**config.mk**
```make
export PLATFORM = sky130hd
export DESIGN_NAME = free_list
export DESIGN_NICKNAME = d
export VERILOG_FILES = /design/src/rtl/free_list.sv
export SDC_FILE = /design/constraint.sdc
export NUM_CORES = 1
export LEC_CHECK = 0
export CAP_MARGIN = 5
export CORE_AREA = 3 3 116 162
export CTS_CLUSTER_SIZE = 14
export DETAILED_ROUTE_END_ITERATION = 10
export DIE_AREA = 0 0 119 165
export GPL_TIMING_DRIVEN = 0
export PLACE_DENSITY = 0.75
export SYNTH_ARGS = -nofsm -noshare
export SYNTH_HDL_FRONTEND = slang
export SYNTH_SLANG_ARGS = --single-unit
```
**constraint.sdc**
```tcl
create_clock -name clk -period 2.74 [get_ports clk]
set_input_delay 0.548 -clock clk [delete_from_list [all_inputs] [get_ports clk]]
set_output_delay 0.548 -clock clk [all_outputs]
set_load 0.02 [all_outputs]
```
**src/rtl/free_list.sv**
```systemverilog
`default_nettype none
// ============================================================================
// Module      : free_list
// Description : Circular FIFO of free physical register indices feeding the
//               rename stage. Rename reads the head (first-word-fall-through)
//               and pops it, the commit path pushes back freed registers, and
//               a flush restores the list to full so that it matches the
//               retirement RAT.
// Revision    : 1.0 - initial release
// ----------------------------------------------------------------------------
// Ports
//   clk                 in   1              clock, rising edge
//   rst                 in   1              synchronous active-high reset
//   dequeue             in   1              rename pops the head entry
//   phys_reg            out  PHYS_REG_BITS  head entry (valid when not empty)
//   is_free_list_empty  out  1              list holds zero entries
//   enqueue             in   1              commit returns a freed register
//   enqueue_reg         in   PHYS_REG_BITS  register being freed
//   flush               in   1              restore the list to full
//   free_count          out  IDX_W+1        number of valid entries 0..DEPTH
// ============================================================================
module free_list #(
    parameter int PHYS_REG_BITS = 6,
    parameter int ARCH_REGS     = 32,
    // Must be a power of two: the pointers rely on natural modulo wrap.
    parameter int DEPTH         = 2**PHYS_REG_BITS - ARCH_REGS
) (
    input  logic                       clk,
    input  logic                       rst,
    input  logic                       dequeue,
    output logic [PHYS_REG_BITS-1:0]   phys_reg,
    output logic                       is_free_list_empty,
    input  logic                       enqueue,
    input  logic [PHYS_REG_BITS-1:0]   enqueue_reg,
    input  logic                       flush,
    output logic [$clog2(DEPTH):0]     free_count
);

    localparam int IDX_W = $clog2(DEPTH);
    localparam int PTR_W = IDX_W + 1;

    // Reset image: head at index 0 wrap 0, tail at index 0 wrap 1 -> full.
    localparam logic [PTR_W-1:0] c_HEAD_RST = '0;
    localparam logic [PTR_W-1:0] c_TAIL_RST = {1'b1, {IDX_W{1'b0}}};

    // ------------------------------------------------------------------------
    // State
    // ------------------------------------------------------------------------
    logic [PHYS_REG_BITS-1:0] entry_q [DEPTH];
    logic [PTR_W-1:0]         head_q;
    logic [PTR_W-1:0]         head_d;
    logic [PTR_W-1:0]         tail_q;
    logic [PTR_W-1:0]         tail_d;

    logic                     w_empty;
    logic                     w_full;
    logic                     w_deq_ok;
    logic                     w_enq_ok;
    logic [IDX_W-1:0]         w_head_idx;
    logic [IDX_W-1:0]         w_tail_idx;

    assign w_head_idx = head_q[IDX_W-1:0];
    assign w_tail_idx = tail_q[IDX_W-1:0];

    assign w_empty = (head_q == tail_q);
    assign w_full  = (w_head_idx == w_tail_idx) && (head_q[IDX_W] != tail_q[IDX_W]);

    // A flush cancels the rename-side pop in the same cycle.
    assign w_deq_ok = dequeue && !w_empty && !flush;

    // p0 backs x0 and is never reallocated, so a zero index is discarded.
    // When full, the enqueue is still accepted if a pop frees a slot in the
    // same cycle; when empty there is no bypass, so the pop is simply ignored.
    assign w_enq_ok = enqueue && (enqueue_reg != '0) && (!w_full || w_deq_ok);

    // ------------------------------------------------------------------------
    // Pointer next-state
    // ------------------------------------------------------------------------
    always_comb begin
        tail_d = tail_q;
        head_d = head_q;

        if (w_enq_ok) begin
            tail_d = tail_q + PTR_W'(1);
        end

        // Commit precedes the flush: the restored head is derived from the
        // post-enqueue tail, placed exactly DEPTH entries behind it.
        if (flush) begin
            head_d = {~tail_d[IDX_W], tail_d[IDX_W-1:0]};
        end else if (w_deq_ok) begin
            head_d = head_q + PTR_W'(1);
        end
    end

    always_ff @(posedge clk) begin
        if (rst) begin
            head_q <= c_HEAD_RST;
            tail_q <= c_TAIL_RST;
        end else begin
            head_q <= head_d;
            tail_q <= tail_d;
        end
    end

    // ------------------------------------------------------------------------
    // Entry storage; contents survive a flush untouched.
    // ------------------------------------------------------------------------
    always_ff @(posedge clk) begin
        if (rst) begin
            for (int i = 0; i < DEPTH; i++) begin
                entry_q[i] <= PHYS_REG_BITS'(ARCH_REGS + i);
            end
        end else if (w_enq_ok) begin
            entry_q[w_tail_idx] <= enqueue_reg;
        end
    end

    // ------------------------------------------------------------------------
    // Outputs
    // ------------------------------------------------------------------------
    assign phys_reg           = entry_q[w_head_idx];
    assign is_free_list_empty = w_empty;
    // Full pointer difference yields DEPTH when full thanks to the wrap bit.
    assign free_count         = tail_q - head_q;

    // Pushing into a full list without a simultaneous pop is a protocol error.
    a_no_enqueue_when_full : assert property (
        @(posedge clk) disable iff (rst)
        !(enqueue && w_full && !w_deq_ok)
    );

endmodule
`default_nettype wire

```
==> run metrics <==
predominant post-synthesis flop cell=edfxtp_1; Die W=approximately 120 um; FILL cells=around 1100; share of post-route cells with drive strength above 1=between 30% and 40%; P_leak=approximately 3.5 nW; Seq/Total Area, Yosys=a little over three fifths; crit path time final=~2.9 ns; worst-path maximum fanout=8; CTS tree=done; routability-driven placement congestion ratio=0.913; syn_nets=about 770; Startpoint Class=flip-flop; P&R area growth vs syn=25.8%; startpoint of the worst hold path=enqueue; GR peak layer=met2; die area=about 20000 um2; RSZ-0062 raised after global routing=yes; pre-CTS WS=-0.764 ns; Setup TNS Final=-0.382 ns; clk_lat worst skew=approximately 0.50 ns; met3 usage=about 5.4%; Multi-input gate area=4070 um2; Cell variety after synth=52; Async SR Flop Fraction=0%; max_slew headroom=between 20 and 30%; CP required=around 2.2 ns; first-pass GRT wire length=between 40 and 50 mm; DRT Pass-1 Iters=6; worst r2r src=head_q[2]; Final Non-Filler Cells=1078; pwr dens=approximately 630 nW/um2; CP Class=reg -> out; PortBufs=18; Seq cells post-synth=about 210; clock buffer depth=3; max incr delay on CP=roughly 0.52 ns; # DRC=0; Reg area=just over 6000 um2; antenna violations before repair=0; DP HPWL=between 15 and 20 mm; Worst EP arrival=roughly 2.3 ns; total power=7.62 mW; Slowest cell on crit path=mux4_2; mapped cell area=roughly 9700 um2; CTS Root Cell=clkbuf_16; I/O Pins=24; clk_skew=between 0.01 and 0.015 ns; largest net degree at the start of global routing=15; Synth Instances=between 700 and 800; fin worst setup slack=-0.115 ns; GRT Resource Usage Total=around 30%; met1 Use GR=approximately 34%; Max Cap Viol=0; yosys warns=0; Slew @ Worst Pin=approximately 1.1 ns; # diodes=0; via count=~7400; crit end category=primary output; DR vias/cell=6.84; Rows=57; Hold Vio Cnt, Final=0; final WL=between 30 and 40 mm; worst hold path class=in -> reg; initial drt markers=between 1000 and 1500; status=complete, but fails checks; clock tree sinks=about 210; Crit path top cell by count=buf_4; Starting Density=around 55%; vias in the first global route=around 7300; Final ANT Viol Nets=0; die height=about 170 um; TritonCTS Buffers=20; met2 usage=just over 50%; global route overflow=0; Routed WL per cell=slightly below 30 um; # H-tree levels=1; placed cell count=~1000; Avg Inst Size Synth=13.0 um2; CP cell instances=buf_12 -> buf_8 -> buf_4 -> mux4_2 -> o22ai_2 -> nor4_4 -> buf_4; Slew Limit Fails=0; Net count, final=roughly 850; CTS hold repair buffers=0; clock transition at the registers of the reported paths=about 0.060 ns; period utilisation layout=104%; number of flops mapped to enable cells by yosys=between 150 and 200; Max Clk Rate=roughly 350 MHz; failing checks=negative setup slack; core box area=roughly 17000 um2; # setup viols final=5; Max VDD drop=0.454 mV
-- cell usage after synthesis (2+ instances only) --
| library cell | number | area, um2 |
|---|---|---|
| a31oi_1 | 2 | 12.5 |
| or2_2 | 2 | 12.5 |
| clkbuf_1 | 29 | 109 |
| or3b_2 | 3 | 26.3 |
| o31ai_1 | 24 | 180 |
| nand2_1 | 143 | 537 |
| o21ai_0 | 11 | 55.1 |
| o22ai_1 | 24 | 150 |
| nor2_1 | 119 | 447 |
| nor2_4 | 2 | 22.5 |
| mux2i_1 | 2 | 20.0 |
| mux4_2 | 48 | 1080 |
| nand3_1 | 5 | 25.0 |
| xnor2_1 | 8 | 70.1 |
| and3_1 | 3 | 18.8 |
| a211oi_2 | 2 | 25.0 |
| and2_1 | 5 | 31.3 |
| nor2_2 | 2 | 12.5 |
| clkbuf_2 | 4 | 20.0 |
| buf_2 | 13 | 65.1 |
| or4_1 | 2 | 15.0 |
| or4_4 | 3 | 33.8 |
| dfxtp_1 | 17 | 340 |
| ha_1 | 10 | 125 |
| buf_1 | 6 | 22.5 |
| or3_1 | 5 | 31.3 |
| nor3_1 | 4 | 20.0 |
| edfxtp_1 | 192 | 5770 |
| a21oi_1 | 2 | 10.0 |
| a211oi_1 | 3 | 22.5 |
| nand4_1 | 2 | 12.5 |
| nand3b_1 | 4 | 30.0 |
| xor2_1 | 5 | 43.8 |
| inv_1 | 13 | 48.8 |
| nor4_1 | 9 | 56.3 |
-- report_power, final --
group	total, mW	switching (mW)	internal (mW)	leakage, nW
Clock	2.64	1.20	1.44	0.294
Sequential	3.61	0.0526	3.55	1.73
Combinational	1.38	0.836	0.541	1.51
Total	7.62	2.09	5.53	3.54
-- stage by stage --
stage | cell area [um2] | hold slack, ns | util [%]
6_report | 12200 | 0.606 | 69.6
5_1_grt | 12200 | 0.671 | 69.6
4_1_cts | 11600 | 0.600 | 66.3
3_5_place_dp | 10100 | 0.620 | 58.1
3_3_place_gp | 10100 | 0.616 | 58.1
2_1_floorplan | 9670 | 0.572 | -
-- final cells by class --
class	count	area share [%]
Sequential cell	209	50.3
Multi-Input combinational cell	469	33.5
Timing Repair Buffer	66	5.58
Clock buffer	30	4.66
Buffer	50	2.89
Tap cell	236	2.43
Inverter	13	0.401
Clock inverter	5	0.226
-- sequential cells by signal (all words and copies together), names as in the netlist, named ones only --
register	cells
head_q	6
entry_q	192
tail_q	6
-- metal layers --
metal | vias up | routed length [um] | part of all wire [%]
met5 | - | 0 | 0
met4 | 0 | 2820 | 9.0
met3 | 188 | 3510 | 11
met2 | 690 | 15500 | 49
met1 | 3561 | 9530 | 30
li1 | 2937 | - | -
-- critical path: cells and delay by family (launching register included) --
family / cells / cell delay (ns)
buf+inv: 4 / 0.56
simple gates: 1 / 0.09
compound gates: 1 / 0.28
flops: 1 / 0.37
mux: 1 / 0.52
-- cells by family after synthesis --
logic type / after synthesis / share of synthesized area (%)
simple gates: 319 / 14.3
flops: 209 / 63.1
compound gates: 75 / 5.46
buf+inv: 67 / 2.94
mux: 51 / 11.5
xor+xnor: 13 / 1.18
fa+ha+maj: 11 / 1.50
-- cells in the final DEF, fill, tap and decap left out, types with 7 or more instances in the layout --
cell type,n
o22ai_4,13
o22ai_2,10
inv_1,12
buf_12,15
o21ai_4,8
xnor2_1,8
dfxtp_1,9
o31ai_4,22
buf_4,41
clkbuf_2,17
buf_2,9
nor2_1,119
ha_1,7
mux4_2,48
clkbuf_1,17
nand2_1,140
clkbuf_16,22
edfxtp_1,192
-- what timing repair did --
action / CTS / global route
gates resized for setup: 191 / 68
setup endpoints to repair: 310 / 243
buffers inserted: 19 / 27
cloned: 1 / 1
pin swaps: 21 / 28
endpoints found under the hold margin: 0 / 0
-- worst paths after layout --
path                   endpoint  slack [ns]  cells after the start
setup / recovery    phys_reg[5]       -0.11                      7
hold / removal        tail_q[0]        0.61                      4
setup reg to reg  entry_q[3][1]        0.02                     10
hold reg to reg       tail_q[1]        0.64                      2
Power figures use the tool's default switching activity.
